[src/rtl/spi_z_pkg.sv]
// Shared types and default constants for the spi_master_z SPI mode-0 master.
package spi_z_pkg;

    typedef enum logic [2:0] {
        S_IDLE,
        S_LEAD,
        S_SHIFT_HI,
        S_SHIFT_LO,
        S_GAP
    } spi_state_e;

    localparam int SPI_FRAME_BITS = 32;
    localparam int SPI_DIV        = 2;
    localparam int SPI_LEAD       = 2;
    localparam int SPI_GAP        = 4;

    function automatic int max3(input int a, input int b, input int c);
        int m;
        m = (a > b) ? a : b;
        return (m > c) ? m : c;
    endfunction

endpackage

[src/rtl/spi_sclk_gen.sv]
// Phase timer and SCLK register; tells the FSM when the current phase ends.
module spi_sclk_gen
    import spi_z_pkg::*;
#(
    parameter int DIV  = SPI_DIV,
    parameter int LEAD = SPI_LEAD,
    parameter int GAP  = SPI_GAP
) (
    input  logic       clk,
    input  logic       rst,
    input  spi_state_e state_i,
    input  logic       last_bit_i,
    output logic       sclk_o,
    output logic       rise_next_o,
    output logic       fall_next_o,
    output logic       phase_end_o
);

    localparam int PMAX = max3(DIV, LEAD, GAP);
    localparam int PW   = $clog2(PMAX + 1);

    logic [PW-1:0] cnt_q;
    logic [PW-1:0] cnt_d;
    logic [PW-1:0] len_m1;
    logic          sclk_q;
    logic          sclk_d;
    logic          phase_end;

    always_comb begin
        len_m1 = '0;
        unique case (state_i)
            S_LEAD:     len_m1 = PW'(LEAD - 1);
            S_SHIFT_HI: len_m1 = PW'(DIV - 1);
            S_SHIFT_LO: len_m1 = PW'(DIV - 1);
            S_GAP:      len_m1 = PW'(GAP - 1);
            default:    len_m1 = '0;
        endcase
    end

    assign phase_end = (state_i != S_IDLE) && (cnt_q == len_m1);

    // The last low phase ends the frame instead of raising SCLK again.
    assign rise_next_o = phase_end &&
                         ((state_i == S_LEAD) ||
                          ((state_i == S_SHIFT_LO) && !last_bit_i));
    assign fall_next_o = phase_end && (state_i == S_SHIFT_HI);
    assign phase_end_o = phase_end;

    always_comb begin
        cnt_d = cnt_q + PW'(1);
        if ((state_i == S_IDLE) || phase_end) begin
            cnt_d = '0;
        end
    end

    always_comb begin
        sclk_d = sclk_q;
        if (rise_next_o) begin
            sclk_d = 1'b1;
        end else if (fall_next_o) begin
            sclk_d = 1'b0;
        end
    end

    always_ff @(posedge clk) begin
        if (rst) begin
            cnt_q  <= '0;
            sclk_q <= 1'b0;
        end else begin
            cnt_q  <= cnt_d;
            sclk_q <= sclk_d;
        end
    end

    assign sclk_o = sclk_q;

endmodule

[src/rtl/spi_master_z.sv]
// SPI mode-0 master: one parallel request becomes one CS-framed, MSB-first,
// full-duplex transfer; MISO bits are returned in rx_data.
module spi_master_z
    import spi_z_pkg::*;
#(
    parameter int FRAME_BITS = SPI_FRAME_BITS,
    parameter int DIV        = SPI_DIV,
    parameter int LEAD       = SPI_LEAD,
    parameter int GAP        = SPI_GAP
) (
    input  logic                  clk,
    input  logic                  rst,
    input  logic                  start,
    input  logic [FRAME_BITS-1:0] tx_data,
    output logic                  ready,
    output logic [FRAME_BITS-1:0] rx_data,
    output logic                  rx_valid,
    output logic                  CS_b,
    output logic                  SCLK,
    output logic                  MOSI,
    input  logic                  MISO
);

    localparam int BW = $clog2(FRAME_BITS + 1);

    spi_state_e            state_q;
    logic [BW-1:0]         bit_cnt_q;
    logic [FRAME_BITS-1:0] tx_sh_q;
    logic [FRAME_BITS-1:0] rx_sh_q;
    logic [FRAME_BITS-1:0] rx_data_q;
    logic                  rx_valid_q;
    logic                  cs_b_q;
    logic                  ready_q;

    logic last_bit;
    logic rise_next;
    logic fall_next;
    logic phase_end;

    assign last_bit = (bit_cnt_q == BW'(FRAME_BITS - 1));

    spi_sclk_gen #(
        .DIV  (DIV),
        .LEAD (LEAD),
        .GAP  (GAP)
    ) u_sclk (
        .clk         (clk),
        .rst         (rst),
        .state_i     (state_q),
        .last_bit_i  (last_bit),
        .sclk_o      (SCLK),
        .rise_next_o (rise_next),
        .fall_next_o (fall_next),
        .phase_end_o (phase_end)
    );

    // MOSI is the MSB of the tx shifter, so clearing it also idles MOSI low.
    always_ff @(posedge clk) begin
        if (rst) begin
            state_q    <= S_IDLE;
            bit_cnt_q  <= '0;
            tx_sh_q    <= '0;
            rx_sh_q    <= '0;
            rx_data_q  <= '0;
            rx_valid_q <= 1'b0;
            cs_b_q     <= 1'b1;
            ready_q    <= 1'b1;
        end else begin
            rx_valid_q <= 1'b0;
            unique case (state_q)
                S_IDLE: begin
                    if (start) begin
                        tx_sh_q   <= tx_data;
                        rx_sh_q   <= '0;
                        bit_cnt_q <= '0;
                        cs_b_q    <= 1'b0;
                        ready_q   <= 1'b0;
                        state_q   <= S_LEAD;
                    end
                end
                S_LEAD: begin
                    if (rise_next) begin
                        state_q <= S_SHIFT_HI;
                    end
                end
                S_SHIFT_HI: begin
                    if (fall_next) begin
                        rx_sh_q <= {rx_sh_q[FRAME_BITS-2:0], MISO};
                        state_q <= S_SHIFT_LO;
                    end
                end
                S_SHIFT_LO: begin
                    if (rise_next) begin
                        bit_cnt_q <= bit_cnt_q + BW'(1);
                        tx_sh_q   <= tx_sh_q << 1;
                        state_q   <= S_SHIFT_HI;
                    end else if (phase_end) begin
                        tx_sh_q    <= '0;
                        cs_b_q     <= 1'b1;
                        rx_data_q  <= rx_sh_q;
                        rx_valid_q <= 1'b1;
                        state_q    <= S_GAP;
                    end
                end
                S_GAP: begin
                    if (phase_end) begin
                        ready_q <= 1'b1;
                        state_q <= S_IDLE;
                    end
                end
                default: begin
                    state_q <= S_IDLE;
                end
            endcase
        end
    end

    assign ready    = ready_q;
    assign rx_data  = rx_data_q;
    assign rx_valid = rx_valid_q;
    assign CS_b     = cs_b_q;
    assign MOSI     = tx_sh_q[FRAME_BITS-1];

endmodule

[config.mk]
export PLATFORM = sky130hd
export DESIGN_NAME = spi_master_z
export DESIGN_NICKNAME = d
export VERILOG_FILES = /design/src/rtl/spi_z_pkg.sv /design/src/rtl/spi_sclk_gen.sv /design/src/rtl/spi_master_z.sv
export SDC_FILE = /design/constraint.sdc
export NUM_CORES = 1
export LEC_CHECK = 0
export ABC_CLOCK_PERIOD_IN_PS = 2500
export CAP_MARGIN = 20
export CORE_MARGIN = 1.5
export CORE_UTILIZATION = 40
export DETAILED_ROUTE_END_ITERATION = 12
export GPL_TIMING_DRIVEN = 0
export PLACE_DENSITY = 0.74
export SKIP_CTS_REPAIR_TIMING = 1
export SYNTH_ARGS = -nofsm -noshare
export SYNTH_HDL_FRONTEND = slang
export SYNTH_SLANG_ARGS = --single-unit
[constraint.sdc]
create_clock -name clk -period 2.5 [get_ports clk]
set_input_delay 0.5 -clock clk [delete_from_list [all_inputs] [get_ports clk]]
set_output_delay 0.5 -clock clk [all_outputs]
set_load 0.005 [all_outputs]
# Word-level counts from Yosys, hierarchy flattened
# Index checks and enable logic that the tools add are counted.
# op_classes
add_sub_neg	2
n_bitwise	2
reduce_logical	23
muxes	26
eq_ne	14
# ops
cell	count
2-to-1 mux 32 bit	5
case mux 32 bit (2 select lines)	2
2-to-1 mux 3 bit	6
case mux 3 bit (5 select lines)	1
AND reduction 3 bit	5
2-to-1 mux 6 bit	2
case mux 6 bit (2 select lines)	1
inequality test 2 bit, second input constant	5
nonzero test 2 bit	4
adder 6 x 1 -> 6 bit, second input constant	1
equality test 3 x 2 -> 1 bit, second input constant	2
equality test 6 x 5 -> 1 bit, second input constant	1
2-to-1 mux 1 bit	6
OR reduction 3 bit	2
AND reduction 5 bit	1
logical AND 1 bit	4
inequality test 2 x 1 -> 1 bit, second input constant	2
case mux 1 bit (2 select lines)	2
case mux 2 bit (2 select lines)	1
AND reduction 4 bit	1
adder 3 x 1 -> 3 bit, second input constant	1
equality test 3 x 1 -> 1 bit, second input constant	1
equality test 3 x 2 -> 1 bit	1
equality test 3 bit, second input constant	1
7 further kinds	9
# totals
regBits	112
inputBits	36
out_inout_bits	37
elab_cells	77

# Logic depth before layout (Yosys ltp)
# Gate-level depths: netlist of the first run.
# depth
word_depth	8
mapped_depth	7
depth_no_buf	5

# Modules after synthesis
# From an unflattened synthesis of the first run, not the netlist that was laid out.
# unflattened
cells_unflattened	501
hier_area_um2	4963.5
# modules_own_cells
module	instances	cells_each	area_per_inst_um2	seq_area_each_um2
spi_master_z	1	471	4684.5	2162.1
spi_sclk_gen	1	30	279.0	80.1

# Worst setup path after synthesis of the first run
# Ideal clock, no wire load.
# synth_timing
path_type	register to register
startpoint	reg u_sclk.cnt_q[0]
endpoint	reg bit_cnt_q[0]
stages_incl_launch_ff	6
required_ps	2435
n_path_buf	1
arrival_time_ps	1706
period_less_slack_ps	1771
setup_ps	65
setup_slack_ps	729
cell_sequence	dfxtp_1 -> or3b_1 -> buf_6 -> a211oi_4 -> mux2_2 -> nor2_1
# synth_between
elab_chain_len	5
# synth_lines
item	line_no	source
start, declared	spi_sclk_gen.sv:22	logic [PW-1:0] cnt_q;
start signal, assigned	spi_sclk_gen.sv:70	cnt_q <= cnt_d;
equality test 3 x 2 -> 1 bit	spi_sclk_gen.sv:40	assign phase_end = (state_i != S_IDLE) && (cnt_q == len_m1);
logical AND 1 bit	spi_sclk_gen.sv:40	
logical AND 1 bit	spi_sclk_gen.sv:43	assign rise_next_o = phase_end &&
inequality test 2 bit (no source line)	-	
AND reduction 3 bit (no source line)	-	
end signal, assigned	spi_master_z.sv:94	bit_cnt_q <= bit_cnt_q + BW'(1);
end, declared	spi_master_z.sv:27	logic [BW-1:0] bit_cnt_q;
# No other way between the ends.
# A chain may end at the register's enable or synchronous reset.

# Worst setup path after layout of the first run
# layout_timing
startpoint	reg state_q[2]
endpoint	reg rx_sh_q[5]
# layout_between
elab_chain_len	8
elab_cells_between_ends	16
classes_between	7 x eq/ne; 2 x mux; 7 x reduce/logical
# layout_lines
item	line_no	source
start, declared	spi_master_z.sv:26	spi_state_e state_q;
start signal, assigned	spi_master_z.sv:60	state_q <= S_IDLE;
start signal, assigned	spi_master_z.sv:78	state_q <= S_LEAD;
start signal, assigned	spi_master_z.sv:83	state_q <= S_SHIFT_HI;
equality test 3 x 2 -> 1 bit, or another cell as far along	spi_sclk_gen.sv:31, spi_sclk_gen.sv:46, spi_master_z.sv:70	
OR reduction 3 bit (no source line)	-	
case mux 2 bit (2 select lines)	spi_sclk_gen.sv:31	unique case (state_i)
equality test 3 x 2 -> 1 bit	spi_sclk_gen.sv:40	
logical AND 1 bit	spi_sclk_gen.sv:40	
logical AND 1 bit	spi_sclk_gen.sv:46	assign fall_next_o = phase_end && (state_i == S_SHIFT_HI);
inequality test 2 bit (no source line)	-	
AND reduction 3 bit (no source line)	-	
end signal, assigned	spi_master_z.sv:88	rx_sh_q <= {rx_sh_q[FRAME_BITS-2:0], MISO};
end, declared	spi_master_z.sv:29	logic [FRAME_BITS-1:0] rx_sh_q;
# Parallel ways exist; a longest one is shown, timed or not.

==> results of run 1 <==
-- metrics by stage --
stage | setup WS, ns | instances | total power, W
final | 0.348 | 751 | 0.00370
after global routing | 0.0576 | 751 | 0.00385
after CTS | 0.128 | 751 | 0.00373
after detailed placement | -0.244 | 735 | 0.00229
after global placement | -0.149 | 735 | 0.00228
after floorplan | 0.729 | 521 | 0.00216
-- logic make-up after synthesis --
logic type / after synthesis
adders and majority gates: 2
muxes: 5
DFF: 112
xor gates and xnor gates: 4
AOI/OAI and AO/OA: 112
buffers and inverters: 46
and+or+nand+nor: 240
-- layout by cell type, fill, tap and decap left out, types with 2 or more instances in the layout --
cell,synthesis,layout
inv_1,2,2
xnor2_1,3,3
a21oi_1,71,71
o21ai_0,2,2
nand3b_1,2,2
a221oi_2,27,27
clkinv_4,0,2
nor2b_1,3,3
nor3_1,7,7
or3_1,2,2
clkdlybuf4s50_1,0,71
a221oi_1,4,4
clkbuf_1,22,22
nor3b_1,2,2
clkbuf_16,0,9
mux2_2,2,2
nand3_1,38,38
mux2i_1,3,3
nor4_1,2,2
buf_6,4,4
nor3_2,27,27
ha_1,2,2
dfxtp_1,112,112
nor2_1,40,40
buf_2,17,17
inv_8,0,2
nand2_1,105,105
-- layout make-up --
class                           instances  area, µm²
Clock buffer                            9        225
Multi-Input combinational cell        363       2230
Clock inverter                          7       81.3
Fill cell                            1065       5530
Buffer                                 44        220
Tap cell                              143        179
Timing Repair Buffer                   71        711
Inverter                                2       7.51
Sequential cell                       112       2240
-- synth_stat cells, types with 2 or more instances --
library cell | number | area [µm²]
buf_6 | 4 | 45.0
clkbuf_1 | 22 | 82.6
nor2_1 | 40 | 150
nor3_2 | 27 | 270
a221oi_2 | 27 | 405
nor2b_1 | 3 | 18.8
mux2i_1 | 3 | 30.0
inv_1 | 2 | 7.51
a221oi_1 | 4 | 35.0
xnor2_1 | 3 | 26.3
nor3_1 | 7 | 35.0
mux2_2 | 2 | 22.5
nor3b_1 | 2 | 15.0
ha_1 | 2 | 25.0
nand3b_1 | 2 | 15.0
nand2_1 | 105 | 394
nor4_1 | 2 | 12.5
dfxtp_1 | 112 | 2240
o21ai_0 | 2 | 10.0
buf_2 | 17 | 85.1
or3_1 | 2 | 12.5
a21oi_1 | 71 | 355
nand3_1 | 38 | 190
-- routing by layer --
layer  vias up  track usage  share of wire  wire length (µm)
met2        87        0.289           0.49              5130
li1       1989            -              -                 -
met1      1863        0.221           0.46              4820
met3        10       0.0465          0.051               542
met4         0       0.0388         0.0077                81
met5         -            0              0                 0
-- power by group through the flow --
stage	Sequential [W]	Combinational [W]	Clock, W
2_1_floorplan	0.00191	0.000246	0
3_3_place_gp	0.00192	0.000361	0
3_5_place_dp	0.00192	0.000372	0
4_1_cts	0.00188	0.000374	0.00147
5_1_grt	0.00189	0.000415	0.00155
6_report	0.00188	0.000373	0.00145
-- final timing paths --
path / startpoint / endpoint / slack [ns] / cells after the start
worst max-delay path: state_q[2]$_SDFFE_PP0P_ / rx_sh_q[5]$_SDFFE_PP0P_ / 0.35 / 6
worst min-delay path: rx_data[8]$_SDFFE_PP0P_ / rx_data[8]$_SDFFE_PP0P_ / 0.46 / 2
worst max register to register: state_q[2]$_SDFFE_PP0P_ / rx_sh_q[5]$_SDFFE_PP0P_ / 0.35 / 6
worst min register to register: rx_data[8]$_SDFFE_PP0P_ / rx_data[8]$_SDFFE_PP0P_ / 0.46 / 2
-- registers in the layout, summed over array words and instances, names as in the netlist --
| name | count |
|---|---|
| CS_b | 1 |
| u_sclk.cnt_q | 3 |
| bit_cnt_q | 6 |
| u_sclk.sclk_o | 1 |
| ready | 1 |
| tx_sh_q | 32 |
| rx_data | 32 |
| rx_valid | 1 |
| state_q | 3 |
| rx_sh_q | 32 |
-- tightest hold or removal path, stage by stage (launching register included) --
cell,delay (ns)
dfxtp_1,0.31
nand2_1,0.05
a21oi_1,0.05
==> impl_results.md, run 1 <==
* Share of layout cells above drive strength 1 at 0.166
* Total CTS buffers at 9
* Power per cell area at 628 nW/µm²
* Cells after synthesis at 521
* Crit-path max cell delay at 0.73 ns
* Post-Synth Adder-Cell Area at 0.00534
* Number of flops mapped to enable cells by yosys at 0
* Worst vdd rail ir drop at 0.000444 V
* Iteration-0 DRC Markers at 228
* Worst-Margin Slew at approximately 0.85 ns
* DRT Wirelength at 10.6 mm
* Number of global-route vias before repair at approximately 3800
* CP Cell Sequence: buf_2 > nor3b_1 > a21oi_1 > clkbuf_1 > nand2_1 > a21oi_1
* Number of distinct library cells after synthesis at 45
* Slew margin rel. at 0.430
* Net Count, Synth at 559
* Combinational power share at 0.101
* Switching Share at 0.265
* CP top delay family: simple AND/OR/NAND/NOR gates
* Area Overhead vs Synth at 25.7%
* Clk_skew at 0.0129 ns
* Dpl hpwl at 7.46 mm
* Drt via density at 5.26
* Diode count at 0
* RSZ-0062 raised after global routing: no
* Clock transition at the registers of the reported paths at 0.08 ns
* CTS Buffer Depth at 2
* Final antenna-violating net count at 0
* I/O Buffers at 71
* Fin crit share at 0.861
* First-pass GRT wire length at 17.9 mm
* Async S/R FF share, synth at 0
* Seq/Total Area, Yosys at 0.478
* Crit path DAT at 2.36 ns
* Final max-slew violation count at 0
* Compound-gate portion of the synthesized area at 0.188
* Mapped Avg Cell Area at 9.00 µm²
* F_max at approximately 460 MHz
* IO Pins at 73
* #FFs+latches synth at 112
* Initial Util at 0.410
* WP buf/inv at 2
* CP endpoint kind: flop
* Core footprint at 11400 µm²
* Hold Path Class: flop to flop
* CP Max Fanout at 10
* Mux cell area share after synthesis at 0.0112
* Total Routing Usage GR at 0.172
* Pint at 0.00272 W
* Antenna violations before repair at 0
* Clock share of power at 0.391
* Area share of and/or/nand/nor cells after synthesis at 0.261
* Total gr overflow at 0
* Pin count of the biggest net entering global routing at 23
* Switch Pwr at 0.000979 W
* Clock root cell: clkbuf_16
* Clock sink total at 112
* Main combinational cell family by area after synthesis: simple AND/OR/NAND/NOR gates
* TNS Setup at 0 ns
* Post-synthesis xor/xnor area fraction at 0.00747
* DRC viols at 0
* Fin crit period at 2.15 ns
* Number of H-tree levels at 3
* Vias after detailed routing at 3949
* Post-Syn Area at 4690 µm²
* Yosys Warn Count at 0
* Util after Layout at 0.516
* Crit path top cell by count: a21oi_1
* Die footprint at 12400 µm²
* Final Setup Violations at 0
* RD Place Congestion at 0.828
* Setup crit start kind: flop
* CP max-delay cell: nor3b_1
* Placed cell area at roughly 5600 µm²
* Synth Flop Type: dfxtp_1
* DIE HEIGHT at 111 µm
* Hold slack at 0.459 ns
* Die W at 111 µm
* WS Path Type: flop to flop
* Max-Cap Viols at 0
* Worst EP required at 2.71 ns
* Pleak at approximately 2 nW
* Avg WL per Cell at 14.1 µm
* Status: finished, final reports clean
* CTS tree: yes
* Worst skew pair latency at roughly 0.35 ns
* Std-Cell Rows at 39
* Final instance area at 5890 µm²
* Initial DRT Pass Iterations at 4
* Final hold violation count at 0
* Final nets at about 640
* Reg power frac at 0.508
No activity file was read; power rests on OpenSTA's default activity.
==> inputs of run 2 (changes only) <==
--- a/config.mk
+++ b/config.mk
@@ -8,10 +8,9 @@
 export ABC_CLOCK_PERIOD_IN_PS = 2500
 export CAP_MARGIN = 20
 export CORE_MARGIN = 1.5
-export CORE_UTILIZATION = 40
+export CORE_UTILIZATION = 53
 export DETAILED_ROUTE_END_ITERATION = 12
-export GPL_TIMING_DRIVEN = 0
-export PLACE_DENSITY = 0.74
+export PLACE_DENSITY = 0.91
 export SKIP_CTS_REPAIR_TIMING = 1
 export SYNTH_ARGS = -nofsm -noshare
 export SYNTH_HDL_FRONTEND = slang
==> impl_results.md, run 2 (synthesis results as in run 1) <==
* Area Overhead vs Synth at 21.8%
* Antenna violations before repair at 0
* I/O Buffers at 72
* WS Path Type: flop to flop
* CP endpoint kind: flop
* Final antenna-violating net count at 0
* Combinational power share at 0.111
* CTS Buffer Depth at 2
* Pint at roughly 0.0024 W
* CP Cell Sequence: or3b_1 > a211oi_4 > buf_12 > a221oi_1 > nor3_1
* Total Routing Usage GR at 0.219
* Avg WL per Cell at ~15 µm
* RSZ-0062 raised after global routing: no
* WP buf/inv at 1
* Commonest non-fill, non-tap cell in the layout: dfxtp_1
* Core footprint at 8640 µm²
* Hold Path Class: flop to flop
* Worst vdd rail ir drop at 0.000386 V
* Crit path DAT at ~2.3 ns
* Status: finished, final reports clean
* Power, Total at 0.00334 W
* Dpl hpwl at 6.49 mm
* DR WL met2 at approximately 5.0 mm
* Share of layout cells above drive strength 1 at 0.170
* Crit-path max cell delay at about 0.52 ns
* Drt via density at 5.63
* Worst EP required at 2.79 ns
* Die footprint at 9420 µm²
* Worst-Margin Slew at 0.743 ns
* Total CTS buffers at 9
* Reg power frac at 0.566
* Setup ws final at 0.452 ns
* Fin crit share at 0.819
* Fin crit period at around 2.0 ns
* CP top delay family: simple AND/OR/NAND/NOR gates
* Initial DRT Pass Iterations at 4
* Pin count of the biggest net entering global routing at 69
* Switching Share at 0.278
* Final Non-Filler Cells at 689
* Util after Layout at 0.661
* DRC viols at 0
* Layout fillers at 657
* DIE HEIGHT at ~97 µm
* Switch Pwr at 0.000926 W
* Max-Cap Viols at 0
* DRT Wirelength at slightly above 10 mm
* Die W at slightly below 100 µm
* Reg2Reg Depth at 5
* IO Pins at 73
* Top sig layer: met4
* CP max-delay cell: or3b_1
* Hold depth at 2
* Commonest cells after routing, fill and taps aside: dfxtp_1, nand2_1, clkdlybuf4s50_1
* Power per cell area at 584 nW/µm²
* Final nets at between 600 and 700
* TNS Setup at 0 ns
* Clock root cell: clkbuf_8
* Vias after detailed routing at 3880
* Metal1 wirelength at roughly 4.6 mm
* RD Place Congestion at 0.767
* Final max-slew violation count at 0
* Inst Count DP at about 670
* WP depth at 5
* Std-Cell Rows at 34
* Total gr overflow at 0
* Post-Place Worst Slack at 0.00899 ns
* Met3 WL at 513 µm
* Diode count at 0
* Iteration-0 DRC Markers at 286
* CTS tree: yes
* Setup crit start kind: flop
* F_max at 488 MHz
* Clk_skew at about 0.013 ns
* Number of H-tree levels at 3
* Clock transition at the registers of the reported paths at between 0.1 and 0.15 ns
* Slew margin rel. at 0.504
* Clock sink total at 112
* Number of global-route vias before repair at 3629
* Final Setup Violations at 0
* First-pass GRT wire length at 17.5 mm
* CP Max Fanout at 31
* Pleak at 1.92 nW
* Clock share of power at 0.323
* Worst skew pair latency at roughly 0.37 ns
* Final hold violation count at 0
* Initial Util at 0.543
run 2: layout make-up:
type	count	area [µm²]	area share
Sequential cell	112	2240	0.393
Multi-Input combinational cell	363	2240	0.392
Timing Repair Buffer	88	876	0.153
Tap cell	108	135	0.0237
Clock buffer	9	124	0.0217
Clock inverter	7	86.3	0.0151
Inverter	2	7.51	0.00132
run 2: power groups by stage:
| stage | Clock, W | Sequential (W) | Combinational (W) |
|---|---|---|---|
| 4_1_cts | 0.00111 | 0.00189 | 0.000365 |
| 3_5_place_dp | 0 | 0.00193 | 0.000363 |
| 3_3_place_gp | 0 | 0.00192 | 0.000350 |
| 6_report | 0.00108 | 0.00189 | 0.000370 |
| 2_1_floorplan | 0 | 0.00191 | 0.000246 |
| 5_1_grt | 0.00117 | 0.00190 | 0.000404 |
run 2: final timing paths:
kind	to	slack, ns	startpoint
max	tx_sh_q[31]$_SDFFE_PP0P_	0.45	u_sclk.cnt_q[0]$_SDFF_PP0_
min	rx_data[7]$_SDFFE_PP0P_	0.46	rx_data[7]$_SDFFE_PP0P_
max reg2reg	tx_sh_q[31]$_SDFFE_PP0P_	0.45	u_sclk.cnt_q[0]$_SDFF_PP0_
min reg2reg	rx_data[7]$_SDFFE_PP0P_	0.46	rx_data[7]$_SDFFE_PP0P_
run 2: worst reg2reg max path: stages, from the launching register on:
cell	delay [ns]
dfxtp_1	0.47
or3b_1	0.52
a211oi_4	0.41
buf_12	0.28
a221oi_1	0.11
nor3_1	0.19
run 2: per-layer routing:
metal / up-vias / global-route usage
met2: 100 / 0.365
met1: 1844 / 0.296
met4: 0 / 0.0502
met3: 4 / 0.0397
met5: - / 0
li1: 1932 / -
run 2: through the flow:
stage | hold WS (ns) | instance area (µm²)
detailed placement | 0.447 | 5480
finish | 0.460 | 5710
global placement | 0.445 | 5480
global route | 0.478 | 5710
CTS | 0.463 | 5690
floorplan | 0.432 | 4690
